### src/rtl/slot_alloc_pkg.sv
// ---- slot_alloc_pkg: shared slot-id and occupancy-count types ----
// ---- rev 1.0 ----
`default_nettype none

package slot_alloc_pkg;

  localparam int SLOTS    = 16;
  localparam int SLOT_IW  = $clog2(SLOTS);

  typedef logic [SLOT_IW-1:0] slot_id_t;
  typedef logic [SLOT_IW:0]   slot_cnt_t;

endpackage

`default_nettype wire

### src/rtl/slot_alloc_s.sv
// ---- s: first-zero selector, ascending from 0 or descending with wrap from pos-1 ----
// ---- rev 1.0 ----
`default_nettype none

module s #(
  parameter int W = 16
) (
  input  logic [W-1:0]         i_x,
  input  logic [$clog2(W)-1:0] i_pos,
  input  logic                 i_any,
  output logic [$clog2(W)-1:0] o_y_enc
);

  localparam int IW = $clog2(W);

  logic [IW-1:0] w_idx;

  // Walk from the last candidate back to the first so the earliest hit wins.
  always_comb begin
    o_y_enc = '0;
    w_idx   = '0;
    for (int k = W-1; k >= 0; k--) begin
      w_idx = i_any ? IW'(k) : (i_pos - IW'(1) - IW'(k));
      if (!i_x[w_idx]) o_y_enc = w_idx;
    end
  end

endmodule

`default_nettype wire

### src/rtl/slot_alloc.sv
// ---- slot_alloc: slot allocator with lowest-free / circular policies, free and flush ----
// ---- rev 1.0 ----
`default_nettype none

module slot_alloc
  import slot_alloc_pkg::*;
#(
  parameter int W = SLOTS
) (
  input  logic                 i_clk,
  input  logic                 i_arst_n,
  input  logic                 i_any,
  input  logic                 i_alloc_req,
  output logic                 o_alloc_gnt,
  output logic [$clog2(W)-1:0] o_alloc_id,
  input  logic                 i_free_vld,
  input  logic [$clog2(W)-1:0] i_free_id,
  input  logic                 i_flush,
  output logic [W-1:0]         o_busy,
  output logic [$clog2(W):0]   o_cnt,
  output logic                 o_full,
  output logic                 o_empty,
  output logic                 o_err
);

  localparam int            IW       = $clog2(W);
  localparam logic [IW:0]   FULL_CNT = (IW+1)'(W);

  logic [W-1:0]  r_busy;
  logic [IW-1:0] r_ptr;
  logic [IW:0]   r_cnt;
  logic          r_err;

  logic [IW-1:0] w_cand;
  logic          w_full;
  logic          w_gnt;
  logic          w_free_ok;
  logic          w_free_bad;
  logic [W-1:0]  w_set;
  logic [W-1:0]  w_clr;

  s #(.W(W)) u_sel (
    .i_x     (r_busy),
    .i_pos   (r_ptr),
    .i_any   (i_any),
    .o_y_enc (w_cand)
  );

  assign w_full     = (r_cnt == FULL_CNT);
  // Reset gating keeps the grant low while the async reset is held.
  assign w_gnt      = i_arst_n & i_alloc_req & ~w_full & ~i_flush;
  assign w_free_ok  = i_free_vld & ~i_flush &  r_busy[i_free_id];
  assign w_free_bad = i_free_vld & ~i_flush & ~r_busy[i_free_id];
  assign w_set      = w_gnt     ? (W'(1) << w_cand)    : '0;
  assign w_clr      = w_free_ok ? (W'(1) << i_free_id) : '0;

  always_ff @(posedge i_clk or negedge i_arst_n) begin
    if (!i_arst_n) begin
      r_busy <= '0;
      r_ptr  <= '0;
      r_cnt  <= '0;
      r_err  <= 1'b0;
    end else begin
      if (w_free_bad) r_err <= 1'b1;
      if (w_gnt)      r_ptr <= w_cand;
      if (i_flush) begin
        r_busy <= '0;
        r_cnt  <= '0;
      end else begin
        r_busy <= (r_busy | w_set) & ~w_clr;
        if (w_gnt && !w_free_ok)      r_cnt <= r_cnt + 1'b1;
        else if (!w_gnt && w_free_ok) r_cnt <= r_cnt - 1'b1;
      end
    end
  end

  assign o_alloc_gnt = w_gnt;
  assign o_alloc_id  = w_cand;
  assign o_busy      = r_busy;
  assign o_cnt       = r_cnt;
  assign o_full      = w_full;
  assign o_empty     = (r_cnt == '0);
  assign o_err       = r_err;

endmodule

`default_nettype wire
### config.mk
export PLATFORM = sky130hd
export DESIGN_NAME = slot_alloc
export DESIGN_NICKNAME = d
export VERILOG_FILES = /design/src/rtl/slot_alloc_pkg.sv /design/src/rtl/slot_alloc_s.sv /design/src/rtl/slot_alloc.sv
export SDC_FILE = /design/constraint.sdc
export NUM_CORES = 1
export LEC_CHECK = 0
export ABC_AREA = 1
export ABC_CLOCK_PERIOD_IN_PS = 9800
export CORE_MARGIN = 3
export CORE_UTILIZATION = 60
export DETAILED_ROUTE_END_ITERATION = 6
export PLACE_DENSITY = 0.84
export SYNTH_ARGS = -nofsm -noshare
export SYNTH_HDL_FRONTEND = slang
export SYNTH_HIERARCHICAL = 1
export SYNTH_SLANG_ARGS = --single-unit
### constraint.sdc
create_clock -name i_clk -period 9.8 [get_ports i_clk]
set_clock_uncertainty 0.05 [all_clocks]
set_input_delay 1.96 -clock i_clk [delete_from_list [all_inputs] [get_ports i_clk]]
set_output_delay 1.96 -clock i_clk [all_outputs]
set_load 0.05 [all_outputs]
==> results.cfg, run 1 <==
[timing]
slew_headroom_pct = 42.05
timing.final.crit_share_pct = 84.09
setup_viol = 0
maxSlewViolCount = 0
tightest_slew_ns = 0.8660
rsz0062_at_grt = false
fmax_mhz = 121.4
fin_crit_ns = 8.240
fin_tns_setup_ns = 0
finalHoldViolCount = 0
fin_ws_ns = 1.560

[global_routing]
overflow = 0
grt_max_degree = 28
antenna_found_initial = 0
grt_pass1_vias = 4118
grt_pass1_wl_um = 19130
grtUsageTotal_pct = 32.24

[final_layout]
regArea_um2 = 650.6
fin_util_pct = 69.33
final_nets = 720
multiInputGateArea_um2 = 2515
syn_to_final_growth_pct = 10.78
fillers = 545
final_area_um2 = 4129
drive_gt1_share_pct = 6.990
antenna_cells = 0

[die]
core-area_um2 = 5956
rows = 28
io-pin-count = 39
die_x_um = 84.82
die-area_um2 = 7194
die_h_um = 84.82
start_util_pct = 62.58

[synth]
avgSynthCellArea_um2 = 5.506
ys_seq_elements = 26
synth_area_leaders = nand2_1, dfrtp_1, nand3_1, inv_1, nor2_1
yosysMostFrequentCell = nand2_1
synthArstFlopShare_pct = 100.0
synth_edf_count = 0
ys_seq_area_share_pct = 17.46
synth_top_area_cell = nand2_1
synth_flop_cell = dfrtp_1
yosys_warnings = 6
synth_top_area_share_pct = 26.59
synth_cells = 677
synthTopCellsByCount = nand2_1, inv_1, nand3_1, nor2_1, a21oi_1
syn_nets = 695
ys_types = 38
syn_area_um2 = 3727

[cts]
ctsHtreeMaxLevel = 1
post_cts_resized = 0
hold_buffers = 0
clock_path_buffers = 2
cts_root_buf = clkbuf_8
cts_tree = yes
cts-buffers-inserted = 3
postCtsSetupRepairBufs = 0
cts.sinks = 26
clk_pin_slew_ns = 0.10
insertion_delay_ns = 0.29

[pwr]
powerDensity_nw_per_um2 = 397.6
peakVddDrop_mv = 0.2396
power_leakage_nw = 2.298
totalPowerFinal_mw = 1.642

[routing]
vias = 4458
drt-vias-per-instance = 5.745
drt_iter0_drc = 430
wl_um = 11490
drc_errors = 0
ant_nets = 0
routedWlPerCell_um = 14.80
first_pass_iters = 6

[worst_setup_path]
worstPathMaxFanout = 13
crit_type = in2out
end_kind = primary output
startpoint_type = input pin
cp.required_ns = 7.79
arrival_ns = 6.23

[placed_design]
dp_hpwl_um = 8910
post-place-ws_ns = 1.661
io_buffers = 38
postPlaceCellArea_um2 = 4058
gp_congestion = 1.056

[worst_hold_path]
hold_class = reg2reg

[status]
status = finished, final reports clean

[flow_run]
cap_violations = 0
## kinds of logic (layout without fill, tap and decap cells)
group                    Yosys count  in the layout  synth area share, %
adder cells (fa/ha/maj)            8              8                2.887
XOR/XNOR                           3              3               0.7051
buffers and inverters            123            147                15.07
AO/OA/AOI/OAI                     75             75                11.18
AND/OR/NAND/NOR                  442            442                52.70
flip-flops                        26             26                17.46
## through the flow
stage          instances  hold slack (ns)
2_1_floorplan        677           0.4250
3_3_place_gp         772           0.4120
3_5_place_dp         772           0.4142
4_1_cts              776           0.4526
5_1_grt              776           0.4608
6_report             776           0.4543
## sequential cells by signal, summed over array words and instances (netlist names)
| signal | cells |
|---|---|
| r_ptr | 4 |
| o_cnt | 5 |
| o_err | 1 |
| o_busy | 16 |
## layout by cell type (no fill, tap or decap), types with 2 or more instances in the layout
cell,Yosys,routed
o21ai_0,19,19
a21oi_1,33,33
clkdlybuf4s50_1,0,38
nand3_2,4,4
inv_2,7,7
o21a_1,2,2
nor3_1,16,16
nand2_4,6,6
or2_2,2,2
o211ai_1,7,7
inv_1,93,93
nand2_1,264,264
nand2_2,10,10
o21ai_1,6,6
xor2_1,2,2
nor2_4,3,3
nand4_1,11,11
o21ai_2,2,2
nand3_1,72,72
nor2_2,4,4
a31oi_1,4,4
clkbuf_8,0,3
nor2_1,47,47
dfrtp_1,26,26
ha_1,7,7
## worst max-delay path: stages
cell and delay, ns:
clkdlybuf4s50_1 0.70, nor2_2 0.55, inv_1 0.34, nand2_1 0.19, nand2_1 0.06, o21a_1 0.18
nand2_1 0.10, nand2_1 0.12, inv_2 0.10, o21ai_0 0.11, nand2_1 0.08, nand2_1 0.04
nand3_1 0.06, nand3_1 0.09, nand2_1 0.08, nand2_1 0.05, nand2_1 0.05, nand2_1 0.05
nand2_1 0.05, nand2_1 0.05, a21boi_1 0.33, clkdlybuf4s50_1 0.88
## area by class of cell
cell class	count	area share, %
Clock buffer	3	1.000
Clock inverter	1	0.7273
Inverter	104	9.939
Multi-Input combinational cell	528	60.91
Sequential cell	26	15.76
Tap cell	75	2.273
Timing Repair Buffer	39	9.394
## layer usage
layer / vias to the layer above / GRT usage, % / wire length [um]
li1: 2186 / - / -
met1: 1987 / 40.71 / 4607
met2: 245 / 56.58 / 5618
met3: 40 / 3.204 / 847
met4: 0 / 12.52 / 411
met5: - / 0 / 0
## path summary, 6_finish.rpt
path / slack (ns) / cells past startpoint / end / from
hold reg to reg: 0.45 / 1 / o_err$_DFFE_PN0P_ / o_err$_DFFE_PN0P_
min in group asynchronous: 1.99 / 2 / o_busy[3]$_DFF_PN0_ / i_arst_n
max in group asynchronous: 7.44 / 2 / o_busy[13]$_DFF_PN0_ / i_arst_n
hold / removal: 0.45 / 1 / o_err$_DFFE_PN0P_ / o_err$_DFFE_PN0P_
setup reg to reg: 5.06 / 29 / o_busy[3]$_DFF_PN0_ / r_ptr[0]$_DFFE_PN0P_
setup / recovery: 1.56 / 22 / o_alloc_id[0] / i_any
## where the power goes
part / internal, mW / switching, mW
registers: 0.124 / 0.0325
clock network: 0.0548 / 0.0371
logic: 0.411 / 0.982
No activity file was read; power rests on OpenSTA's default activity.
==> run 2: changes to the inputs <==
--- a/config.mk
+++ b/config.mk
@@ -6,11 +6,11 @@
 export NUM_CORES = 1
 export LEC_CHECK = 0
 export ABC_AREA = 1
-export ABC_CLOCK_PERIOD_IN_PS = 9800
+export ABC_CLOCK_PERIOD_IN_PS = 7700
 export CORE_MARGIN = 3
-export CORE_UTILIZATION = 60
+export CORE_UTILIZATION = 59
 export DETAILED_ROUTE_END_ITERATION = 6
-export PLACE_DENSITY = 0.84
+export PLACE_DENSITY = 0.83
 export SYNTH_ARGS = -nofsm -noshare
 export SYNTH_HDL_FRONTEND = slang
 export SYNTH_HIERARCHICAL = 1
==> constraint.sdc (replaced) <==
create_clock -name i_clk -period 7.7 [get_ports i_clk]
set_clock_uncertainty 0.05 [all_clocks]
set_input_delay 1.54 -clock i_clk [delete_from_list [all_inputs] [get_ports i_clk]]
set_output_delay 1.54 -clock i_clk [all_outputs]
set_load 0.05 [all_outputs]
==> run 2 against run 1 <==
Net effect:
- the run now ends with DRC left
- setup slack lost 1.2 ns
- final cell count grew 0.52%
- sequential power grew 27%
- global-route usage shrank 0.51 points
- final area grew 0.73%
- combinational power grew 29%
- power grew 28%
- flip-flop and latch count is the same
- clock power grew 28%
- utilization shrank 0.31 points
==> results.cfg, run 2 (synthesized netlist as in run 1, its figures left out) <==
[cts]
clk_pin_slew_ns = 0.11
hold_buffers = 0
cts_tree = yes
cts_root_buf = clkbuf_8
ctsHtreeMaxLevel = 1
clock_path_buffers = 2
cts-buffers-inserted = 3
post_cts_resized = 0
cts.sinks = 26
insertion_delay_ns = 0.28
postCtsSetupRepairBufs = 0

[timing]
finalHoldViolCount = 0
slew_headroom_pct = 50.22
setup_viol = 0
fin_crit_ns = 7.308
timing.final.crit_share_pct = 94.92
fmax_mhz = 136.8
tightest_slew_ns = 0.7388
maxSlewViolCount = 0
fin_tns_setup_ns = 0
rsz0062_at_grt = false

[final_layout]
layout_common_cells = nand2_1, inv_1, nand3_1, nor2_1, clkdlybuf4s50_1
syn_to_final_growth_pct = 11.58
final_area_um2 = 4159
fin_util_pct = 69.02
drive_gt1_share_pct = 7.518
largest_reg_flops = 16
final_nets = 724
final_common_cell = nand2_1
antenna_cells = 0

[die]
io-pin-count = 39
die_x_um = 85.48
rows = 28
die_h_um = 85.48
die-area_um2 = 7307
start_util_pct = 61.86
core-area_um2 = 6026

[worst_setup_path]
worstPathMaxFanout = 23
rr_worst_depth = 23
end_kind = primary output
startpoint_type = input pin
cpPeakStageDelay_ns = 0.89
arrival_ns = 5.72
crit_buf_inv = 3
cp.required_ns = 6.11
crit_type = in2out
crit_family = buffers and inverters
path_cells = clkdlybuf4s50_1 -> nor2_4 -> nand2_1 -> nand3_1 -> nand2_1 -> nand2_1 -> nand2_1 -> o21ai_0 -> o21ai_0 -> inv_1 -> nand2_1 -> nand2_1 -> nand2_1 -> nand2_1 -> nand2_1 -> a21boi_1 -> clkdlybuf4s50_1
path_common_cell = nand2_1
cp_slowest_cell = clkdlybuf4s50_1
worstSetupPathDepth = 17

[pwr]
peakVddDrop_mv = 0.3128
powerDensity_nw_per_um2 = 507.1
power_leakage_nw = 2.318

[global_routing]
grt_pass1_wl_um = 19050
antenna_found_initial = 0
grt_max_degree = 28
overflow = 0
grtUsageTotal_pct = 31.73
grt_pass1_vias = 4123

[routing]
vias = 4444
routedWlPerCell_um = 14.85
ant_nets = 0
drc_errors = 3
first_pass_iters = 7
drt_iter0_drc = 431
wl_um = 11590
drt-vias-per-instance = 5.697

[placed_design]
io_buffers = 38
gp_congestion = 1.024
dp_hpwl_um = 9075
postPlaceCellArea_um2 = 4088

[status]
status = finished, violations left
violations = DRC

[worst_hold_path]
hold_class = reg2reg
whs_path_depth = 1

[flow_run]
cap_violations = 0
==> run 2: worst reg2reg max path, delay by kind of cell, from the launching register on <==
kind / cells / cell delay [ns]
DFF: 1 / 0.62
buffers and inverters: 5 / 0.72
and+or+nand+nor: 13 / 1.69
AOI/OAI and AO/OA: 4 / 1.19
adders and majority gates: 1 / 0.44
==> run 2: final cells by class <==
cell class / count / area (um2)
inverter: 104 / 410.4
timing repair buffer: 43 / 417.9
sequential: 26 / 650.6
multi-input combinational: 528 / 2515
tap: 75 / 93.84
clock buffer: 3 / 41.29
clock inverter: 1 / 30.03
fill: 578 / 1867
==> run 2: worst paths after layout <==
check | slack, ns | endpoint | from
max | 0.39 | o_alloc_id[0] | i_any
min | 0.45 | o_err$_DFFE_PN0P_ | o_err$_DFFE_PN0P_
max reg2reg | 2.95 | o_busy[13]$_DFF_PN0_ | r_ptr[0]$_DFFE_PN0P_
min reg2reg | 0.45 | o_err$_DFFE_PN0P_ | o_err$_DFFE_PN0P_
max in group asynchronous | 5.73 | o_busy[4]$_DFF_PN0_ | i_arst_n
min in group asynchronous | 1.58 | r_ptr[0]$_DFFE_PN0P_ | i_arst_n
==> run 2: per-stage QoR <==
| stage | setup WS, ns | cells | hold slack [ns] | total power [mW] |
|---|---|---|---|---|
| 2_1_floorplan | 2.019 | 677 | 0.4250 | 1.537 |
| 5_1_grt | 0.02686 | 780 | 0.4655 | 2.315 |
| 6_report | 0.3915 | 780 | 0.4464 | 2.109 |
| 3_5_place_dp | 0.4954 | 776 | 0.4134 | 1.952 |
| 3_3_place_gp | 0.5593 | 776 | 0.4092 | 1.931 |
| 4_1_cts | 0.4958 | 780 | 0.4421 | 2.075 |
==> run 2: power breakdown <==
part           switching, mW  total (mW)  internal, mW
sequential            0.0406       0.199         0.158
clock                 0.0480       0.118        0.0696
combinational           1.26        1.79         0.537
==> run 2: metal layers <==
| layer | up-vias | share of wire (%) | track usage, % |
|---|---|---|---|
| li1 | 2196 | - | - |
| met1 | 1951 | 41 | 41.06 |
| met2 | 259 | 48 | 54.17 |
| met3 | 38 | 7.1 | 2.233 |
| met4 | 0 | 3.7 | 13.81 |
| met5 | - | 0 | 0 |
==> run 3: changes to the inputs <==
--- a/config.mk
+++ b/config.mk
@@ -9,6 +9,7 @@
 export ABC_CLOCK_PERIOD_IN_PS = 7700
 export CORE_MARGIN = 3
 export CORE_UTILIZATION = 59
+export CTS_BUF_LIST = sky130_fd_sc_hd__clkbuf_8 sky130_fd_sc_hd__clkbuf_16
 export DETAILED_ROUTE_END_ITERATION = 6
 export PLACE_DENSITY = 0.83
 export SYNTH_ARGS = -nofsm -noshare
==> results of run 3 <==
Same layout as run 2: the final DEF is identical, and so are final timing and power.
